--- src/rtl/bsg_dmc_clk_div_rst_seq_if.sv ---
// Config channel bundle for bsg_dmc_clk_div_rst_seq.
//   v       config valid
//   ready_c config ready (combinational from the slave)
//   chan    target divider channel
//   div     new divide value D (output period = 2*(D+1) clock cycles)
//   en      channel enable
interface bsg_dmc_clk_div_rst_seq_if #(
  parameter int unsigned num_clk_p   = 2,
  parameter int unsigned div_width_p = 4
);
  localparam int unsigned chan_width_lp = (num_clk_p > 1) ? $clog2(num_clk_p) : 1;

  logic                     v;
  logic                     ready_c;
  logic [chan_width_lp-1:0] chan;
  logic [div_width_p-1:0]   div;
  logic                     en;

  modport master (output v, chan, div, en, input ready_c);
  modport slave  (input v, chan, div, en, output ready_c);
endinterface

--- src/rtl/bsg_dmc_clk_div_rst_seq.sv ---
// Multi-channel programmable clock divider plus ordered reset-release sequencer.
// Ports:
//   clk_i            2x DFI clock
//   async_reset_n_i  asynchronous active-low reset
//   cfg              config handshake (slave side): valid/ready, chan, div, en
//   clk_o            divided clocks, one per channel, registered
//   rst_start_i      pulse that starts the reset-release sequence
//   rst_dly_i        cycles between release steps (0 treated as 1), sampled at start
//   reset_o          active-high sequenced resets, released in index order
//   rst_busy_o       sequence in progress
//   rst_done_o       all resets released
module bsg_dmc_clk_div_rst_seq #(
  parameter int unsigned num_clk_p       = 2,
  parameter int unsigned div_width_p     = 4,
  parameter int unsigned num_rst_p       = 3,
  parameter int unsigned rst_dly_width_p = 8
) (
  input  logic                       clk_i,
  input  logic                       async_reset_n_i,
  bsg_dmc_clk_div_rst_seq_if.slave   cfg,
  output logic [num_clk_p-1:0]       clk_o,
  input  logic                       rst_start_i,
  input  logic [rst_dly_width_p-1:0] rst_dly_i,
  output logic [num_rst_p-1:0]       reset_o,
  output logic                       rst_busy_o,
  output logic                       rst_done_o
);

  localparam int unsigned chan_width_lp = (num_clk_p > 1) ? $clog2(num_clk_p) : 1;
  localparam int unsigned chan_pad_lp   = 1 << chan_width_lp;
  localparam int unsigned idx_width_lp  = (num_rst_p > 1) ? $clog2(num_rst_p) : 1;

  // ---------------------------------------------------------------------------
  // Config handshake: channels past num_clk_p read as never pending, so those
  // transfers are accepted and dropped.
  logic [num_clk_p-1:0]   pending;
  logic [chan_pad_lp-1:0] pending_pad;

  assign pending_pad = chan_pad_lp'(pending);
  assign cfg.ready_c = ~pending_pad[cfg.chan];

  // ---------------------------------------------------------------------------
  // Divider channels
  for (genvar c = 0; c < num_clk_p; c++) begin : g_chan
    logic                   fire;
    logic                   at_end;
    logic                   clk_q;
    logic                   en_q;
    logic                   pending_q;
    logic                   sh_en_q;
    logic [div_width_p-1:0] cnt_q;
    logic [div_width_p-1:0] div_q;
    logic [div_width_p-1:0] sh_div_q;

    assign fire   = cfg.v & cfg.ready_c & (cfg.chan == chan_width_lp'(c));
    assign at_end = (cnt_q == div_q);

    // A disabled channel applies its shadow at once; an enabled one waits for
    // the end of its high phase so the switch lands on a falling edge.
    always_ff @(posedge clk_i or negedge async_reset_n_i) begin
      if (!async_reset_n_i) begin
        clk_q     <= 1'b0;
        en_q      <= 1'b0;
        pending_q <= 1'b0;
        sh_en_q   <= 1'b0;
        cnt_q     <= '0;
        div_q     <= '0;
        sh_div_q  <= '0;
      end else begin
        if (fire) begin
          sh_div_q  <= cfg.div;
          sh_en_q   <= cfg.en;
          pending_q <= 1'b1;
        end
        if (!en_q) begin
          cnt_q <= '0;
          clk_q <= 1'b0;
          if (pending_q) begin
            div_q     <= sh_div_q;
            en_q      <= sh_en_q;
            pending_q <= 1'b0;
          end
        end else if (at_end) begin
          cnt_q <= '0;
          clk_q <= ~clk_q;
          if (pending_q && clk_q) begin
            div_q     <= sh_div_q;
            en_q      <= sh_en_q;
            pending_q <= 1'b0;
          end
        end else begin
          cnt_q <= cnt_q + div_width_p'(1);
        end
      end
    end

    assign pending[c] = pending_q;
    assign clk_o[c]   = clk_q;
  end

  // ---------------------------------------------------------------------------
  // Reset-release sequencer
  typedef enum logic [1:0] {
    st_idle,
    st_hold,
    st_rel,
    st_done
  } seq_state_e;

  seq_state_e                 state_r,  state_next;
  logic [rst_dly_width_p-1:0] dly_r,    dly_next;
  logic [rst_dly_width_p-1:0] step_r,   step_next;
  logic [idx_width_lp-1:0]    idx_r,    idx_next;
  logic [num_rst_p-1:0]       reset_r,  reset_next;
  logic                       busy_r,   busy_next;
  logic                       done_r,   done_next;
  logic                       step_last;
  logic                       idx_last;

  // State register
  always_ff @(posedge clk_i or negedge async_reset_n_i) begin
    if (!async_reset_n_i) begin
      state_r <= st_idle;
      dly_r   <= '0;
      step_r  <= '0;
      idx_r   <= '0;
      reset_r <= '1;
      busy_r  <= 1'b0;
      done_r  <= 1'b0;
    end else begin
      state_r <= state_next;
      dly_r   <= dly_next;
      step_r  <= step_next;
      idx_r   <= idx_next;
      reset_r <= reset_next;
      busy_r  <= busy_next;
      done_r  <= done_next;
    end
  end

  assign step_last = (step_r == (dly_r - rst_dly_width_p'(1)));
  assign idx_last  = (idx_r == idx_width_lp'(num_rst_p - 1));

  // Next-state and registered-output logic
  always_comb begin
    state_next = state_r;
    dly_next   = dly_r;
    step_next  = step_r;
    idx_next   = idx_r;
    reset_next = reset_r;
    busy_next  = busy_r;
    done_next  = done_r;

    case (state_r)
      st_idle, st_done: begin
        if (rst_start_i) begin
          state_next = st_hold;
          dly_next   = (rst_dly_i == '0) ? rst_dly_width_p'(1) : rst_dly_i;
          step_next  = '0;
          idx_next   = '0;
          reset_next = '1;
          busy_next  = 1'b1;
          done_next  = 1'b0;
        end
      end
      st_hold: begin
        if (step_last) begin
          state_next = st_rel;
          step_next  = '0;
          idx_next   = '0;
        end else begin
          step_next = step_r + rst_dly_width_p'(1);
        end
      end
      st_rel: begin
        if (step_last) begin
          step_next         = '0;
          reset_next[idx_r] = 1'b0;
          if (idx_last) begin
            state_next = st_done;
            reset_next = '0;
            busy_next  = 1'b0;
            done_next  = 1'b1;
          end else begin
            idx_next = idx_r + idx_width_lp'(1);
          end
        end else begin
          step_next = step_r + rst_dly_width_p'(1);
        end
      end
      default: state_next = st_idle;
    endcase
  end

  assign reset_o    = reset_r;
  assign rst_busy_o = busy_r;
  assign rst_done_o = done_r;

endmodule
--- src/flat_wrapper.sv ---
// flat-port wrapper written by rule: the top's interface ports become plain ports
module bsg_dmc_clk_div_rst_seq_flat 
#(
  parameter int unsigned num_clk_p       = 2,
  parameter int unsigned div_width_p     = 4,
  parameter int unsigned num_rst_p       = 3,
  parameter int unsigned rst_dly_width_p = 8
)
  (clk_i, async_reset_n_i, clk_o, rst_start_i, rst_dly_i, reset_o, rst_busy_o, rst_done_o, cfg_v, cfg_chan, cfg_div, cfg_en, cfg_ready_c);
  bsg_dmc_clk_div_rst_seq_if #(.num_clk_p(num_clk_p), .div_width_p(div_width_p)) cfg_i ();
  input  logic clk_i;
  input  logic async_reset_n_i;
  output logic [num_clk_p-1:0] clk_o;
  input  logic rst_start_i;
  input  logic [rst_dly_width_p-1:0] rst_dly_i;
  output logic [num_rst_p-1:0] reset_o;
  output logic rst_busy_o;
  output logic rst_done_o;
  input wire logic [$bits(cfg_i.v)-1:0] cfg_v;
  input wire logic [$bits(cfg_i.chan)-1:0] cfg_chan;
  input wire logic [$bits(cfg_i.div)-1:0] cfg_div;
  input wire logic [$bits(cfg_i.en)-1:0] cfg_en;
  output wire logic [$bits(cfg_i.ready_c)-1:0] cfg_ready_c;
  assign cfg_i.v = cfg_v;
  assign cfg_i.chan = cfg_chan;
  assign cfg_i.div = cfg_div;
  assign cfg_i.en = cfg_en;
  assign cfg_ready_c = cfg_i.ready_c;
  bsg_dmc_clk_div_rst_seq #(.num_clk_p(num_clk_p), .div_width_p(div_width_p), .num_rst_p(num_rst_p), .rst_dly_width_p(rst_dly_width_p)) u_core (.clk_i(clk_i), .async_reset_n_i(async_reset_n_i), .cfg(cfg_i), .clk_o(clk_o), .rst_start_i(rst_start_i), .rst_dly_i(rst_dly_i), .reset_o(reset_o), .rst_busy_o(rst_busy_o), .rst_done_o(rst_done_o));
endmodule
--- config.mk ---
export PLATFORM = sky130hd
export DESIGN_NAME = bsg_dmc_clk_div_rst_seq_flat
export DESIGN_NICKNAME = d
export VERILOG_FILES = /design/src/rtl/bsg_dmc_clk_div_rst_seq_if.sv /design/src/rtl/bsg_dmc_clk_div_rst_seq.sv /design/src/flat_wrapper.sv
export SDC_FILE = /design/constraint.sdc
export NUM_CORES = 1
export LEC_CHECK = 0
export ABC_AREA = 1
export BUFFER_PORTS_ARGS = -buffer_cell sky130_fd_sc_hd__buf_2
export CAP_MARGIN = 40
export CORE_ASPECT_RATIO = 1.25
export CORE_UTILIZATION = 50
export DETAILED_ROUTE_END_ITERATION = 16
export PLACE_DENSITY_LB_ADDON = 0.1
export SLEW_MARGIN = 20
export SYNTH_ARGS = -nofsm -noshare
export SYNTH_HDL_FRONTEND = slang
export SYNTH_SLANG_ARGS = --single-unit
--- constraint.sdc ---
create_clock -name clk_i -period 5.5 [get_ports clk_i]
set_clock_uncertainty 0.05 [all_clocks]
set_input_delay 0.825 -clock clk_i [delete_from_list [all_inputs] [get_ports clk_i]]
set_output_delay 0.825 -clock clk_i [all_outputs]
set_load 0.005 [all_outputs]
# Yosys cells after proc, flatten, opt, wreduce, memory -nomap -nowiden
# Index checks and enable logic that the tools add are counted.
# W data, S select, Z words.
classes:
  n_addsub: 5
  mux: 64
  bitwise: 9
  n_reduce_logical: 17
  eq_ne: 16
  n_lt_le_gt_ge: 3
ops:
  columns: ["cell", "count"]
  rows:
  - ["$mux W4", 12]
  - ["$mux W1", 31]
  - ["$mux W8", 3]
  - ["$mux W2", 8]
  - ["$pmux W8 S2", 1]
  - ["$pmux W2 S3", 2]
  - ["$reduce_and A4 Y1", 3]
  - ["$ne A2 B1 Y1 const B", 5]
  - ["$mux W3", 3]
  - ["$reduce_and A3 Y1", 3]
  - ["$add A4 B1 Y4 const B", 2]
  - ["$add A8 B1 Y8 const B", 1]
  - ["$eq A4 B4 Y1", 2]
  - ["$eq A8 B8 Y1", 1]
  - ["$logic_not A8 Y1", 1]
  - ["$ne A2 B2 Y1 const B", 4]
  - ["$sub A8 B1 Y8 const B", 1]
  - ["$eq A2 B2 Y1 const B", 3]
  - ["$pmux W3 S2", 1]
  - ["$reduce_bool A2 Y1", 3]
  - ["$not A1 Y1", 4]
  - ["$pmux W1 S2", 2]
  - ["$reduce_or A2 Y1", 2]
  - ["$and A1 B1 Y1", 3]
  - ["11 further kinds", 13]
word_totals:
  output_inout_bits: 8
  inputBits: 18
  register_bits: 57
  elab_cells: 135

# Depth between registers and ports, before layout
depth:
  ltp_word: 9
  depth_mapped: 15
  ltp_nobuf: 15

# Worst setup path before layout
# OpenSTA, ideal clock, no wires.
synth_timing:
  path_type: "input port to output port"
  from: "in cfg_chan"
  to: "out cfg_ready_c"
  required_time_ns: 4.625
  path_slack_ns: 3.630
  path_stages: 1
  arrival_ns: 0.995
  path_buffers: 0
  path_cell_list: "o21ai_0"
synth_between:
  elab_chain_len: 3
synth_lines:
  columns: ["element", "line", "text"]
  rows:
  - ["start: declaration", "flat_wrapper.sv:20", "input wire logic [$bits(cfg_i.chan)-1:0] cfg_chan;"]
  - ["$mux W1 (not written as such) (2 in series)", "bsg_dmc_clk_div_rst_seq.sv:40", "assign cfg.ready_c = ~pending_pad[cfg.chan];"]
  - ["$not A1 Y1", "bsg_dmc_clk_div_rst_seq.sv:40", null]
  - ["end: declaration", "flat_wrapper.sv:23", "output wire logic [$bits(cfg_i.ready_c)-1:0] cfg_ready_c;"]
# Every way passes these cells. The select of a mux whose other input is x is not followed.

# Final worst setup path
# Same ends and word-level chain as after synthesis.

==> summary.md <==
| Metric | Value |
|---|---|
| Largest net degree at the start of global routing | `58` |
| Top_reg_cell synth | `dfrtp_1` |
| Post-detailed-route count of antenna-violating nets | `0` |
| Flop pwr share | `0.475` |
| H-tree depth | `3` |
| Setup violators final | `0` |
| Fraction of layout cells with a size suffix above 1 | `0.154` |
| # resized after CTS | `0` |
| Static Leak | `1.75 nW` |
| Critical Path Start | `cfg_chan` |
| TritonCTS buffer count | `9` |
| Via count | `2420` |
| Global-route wire length before repair | `a little over 9 mm` |
| Row Count | `31` |
| Cell area power density | `approximately 380 nW/um^2` |
| CTS Sinks | `57` |
| RSZ-0062 raised after global routing | `false` |
| Antenna cell count | `0` |
| Net Sw Frac | `0.319` |
| WL final | `approximately 5.4 mm` |
| Gpl congestion | `0.794` |
| TritonCTS clock tree | `done` |
| Post-synth EDFFs | `0` |
| Period minus WS final | `about 2.1 ns` |
| Starting density of the core | `0.522` |
| Design Area, Final | `around 3400 sq um` |
| Async SR Flop Fraction | `1.00` |
| CTS Hold Buffers Added | `0` |
| Least-Margin Pin Slew | `between 0.7 and 0.8 ns` |
| Worst path slowest cell | `o21ai_0` |
| Net Count, Synth | `408` |
| Core ar. | `slightly below 6000 sq um` |
| Yosys warnings | `0` |
| CP delay by family, top | `buffers and inverters` |
| I/O pin count | `26` |
| Crit. End Element | `primary output` |
| Mapped Cells | `between 300 and 400` |
| Pint | `approximately 0.00087 W` |
| Clock tree buffer depth | `2` |
| Die Area | `between 6000 and 7000 sq um` |
| Data required, critical path | `roughly 4.6 ns` |
| Arr. time, crit path | `approximately 1.2 ns` |
| DR vias/cell | `between 5 and 6` |
| Overflow after GRT | `0` |
| DRC violation count after routing | `0` |
| DR WL/cell | `around 11 um` |
| Peak VDD IR | `0.000228 V` |
| Setup TNS | `0 ns` |
| Crit-path most repeated cell | `buf_2` |
| FMAX | `approximately 480 MHz` |
| Crit path largest cell delay | `about 0.15 ns` |
| P_sw | `about 0.00041 W` |
| Crit path buffers/inverters | `2` |
| DPL Wire Length | `between 3 and 4 mm` |
| CTS clk-pin slew, worst paths | `0.06 ns` |
| Drt initial violations | `~120` |
| Min-delay src | `u_core.rst_busy_o` |
| Crit Path Category | `in -> out` |
| Relative slew slack | `0.522` |
| RR Startpoint | `u_core.dly_r[0]` |
| Clock power share | `0.294` |
| Skew-Pair Late Insertion Delay | `around 0.33 ns` |
| Status | `finished clean` |
| Crit-path max FO | `4` |
| Die X | `71.7 um` |
| Post-Syn Area | `3030 sq um` |
| Die Height | `89.1 um` |
| Period utilisation layout | `0.382` |
| Final net count | `between 400 and 500` |
| Area growth syn-to-layout | `12.3%` |
| Commonest non-fill, non-tap cell in the layout | `nand2_1` |
| PortBufs | `25` |
| Slew Limit Fails | `0` |
| Commonest cells after routing, fill and taps aside | `nand2_1 (97), inv_1 (54), dfrtp_1 (54)` |
| Number of synthesized register bits | `57` |
| Crit path launch type | `primary input` |
| Cell variety after synth | `32` |
| Max Cap Violations | `0` |
| Hold Crit Class | `reg -> reg` |
| Comb power frac | `0.230` |
| Post-Syn Area per Cell | `about 8 sq um` |
| Number of global-route vias before repair | `~2.2k` |
| Fin util | `0.586` |
| Post-CTS Setup Inserts | `0` |
| Number of detailed-route iterations in the first pass | `5` |
| GRT Total Usage | `0.189` |
| Root Buffer | `clkbuf_8` |
| Post-DP Area | `between 3000 and 4000 sq um` |
| Initial antenna violation count | `0` |
| Fillers | `between 500 and 600` |
| Post-synthesis sequential area ratio | `0.471` |
| Final hold vios | `0` |
| Cells along the critical path | `buf_2, o21ai_0, buf_2` |
## layer usage
metal | vias to the layer above | routed length, um | GRT usage
li1 | 1263 | - | -
met1 | 1120 | 2470 | 0.219
met2 | 27 | 2730 | 0.334
met3 | 10 | 146 | 0.0474
met4 | 0 | 95 | 0.0820
met5 | - | 0 | 0
## layout make-up
type / instances / area, sq um / area share
clock buffers: 13 / 149 / 0.0437
clock inverters: 3 / 40.0 / 0.0117
inverters: 58 / 218 / 0.0639
multi-input cells: 259 / 1360 / 0.398
flip-flops and latches: 57 / 1430 / 0.420
well taps: 66 / 82.6 / 0.0242
repair buffers: 26 / 133 / 0.0389
## kinds of logic after synthesis
kind of cell | count (synthesis) | share of synthesized area
flip-flops | 57 | 0.471
XOR/XNOR | 14 | 0.0404
AO/OA/AOI/OAI | 51 | 0.0916
AND/OR/NAND/NOR | 184 | 0.274
buffers and inverters | 64 | 0.0816
adder cells (fa/ha/maj) | 10 | 0.0412
## synthesized netlist by cell type (all sizes together), types with 4 or more instances
cell type  count  area (sq um)
clkbuf         4          15.0
o21ai         39           210
nor2          37           151
a21oi          8          40.0
nand2        105           424
dfrtp         54          1350
ha            10           125
nand3         27           158
xor2          11          96.3
nand4          9          56.3
inv           57           214
## power groups by stage
stage          clock, W  combinational [W]  sequential, W
2_1_floorplan         0           0.000248       0.000596
3_3_place_gp          0           0.000295       0.000615
3_5_place_dp          0           0.000301       0.000617
4_1_cts        0.000389           0.000302       0.000611
5_1_grt        0.000403           0.000352       0.000622
6_report       0.000377           0.000295       0.000609
## sequential cells by signal, indices dropped and copies added (netlist names)
register,cells
u_core.g_chan.pending_q,2
u_core.state_r,2
u_core.rst_done_o,1
u_core.rst_busy_o,1
u_core.step_r,8
u_core.g_chan.cnt_q,8
u_core.g_chan.en_q,2
u_core.g_chan.div_q,8
u_core.idx_r,2
u_core.g_chan.sh_en_q,2
u_core.reset_o,3
u_core.g_chan.sh_div_q,8
u_core.dly_r,8
u_core.g_chan.clk_q,2
## path summary, 6_finish.rpt
kind                                      to  slack, ns  depth (start not counted)
setup / recovery                 cfg_ready_c       3.40                          3
hold / removal             u_core.rst_busy_o       0.41                          2
max in group asynchronous    u_core.dly_r[0]       4.34                          2
min in group asynchronous    u_core.dly_r[6]       0.57                          2
setup reg to reg           u_core.state_r[1]       3.51                         15
hold reg to reg            u_core.rst_busy_o       0.41                          2
## worst reg2reg max path: stages, from the launching register on
cell and delay [ns]:
dfrtp_1 0.42, inv_2 0.11, ha_1 0.24, inv_1 0.06, nand2_1 0.09, nand2_1 0.05
nand2_1 0.07, nand2_1 0.05, nor2_1 0.09, nand3b_1 0.11, nor2_2 0.13, nand2_4 0.11
nand2_4 0.10, nand3_1 0.09, nand2_1 0.09, nand2_1 0.05
## metrics by stage
step / cells / hold slack [ns] / worst slack, ns / total power [W]
floorplan: 380 / 0.398 / 3.63 / 0.000844
global placement: 466 / 0.402 / 3.43 / 0.000910
detailed placement: 466 / 0.405 / 3.41 / 0.000919
CTS: 482 / 0.421 / 3.41 / 0.00130
global route: 482 / 0.436 / 3.32 / 0.00138
finish: 482 / 0.414 / 3.40 / 0.00128
Note: power is estimated with default switching activity, not from simulation.
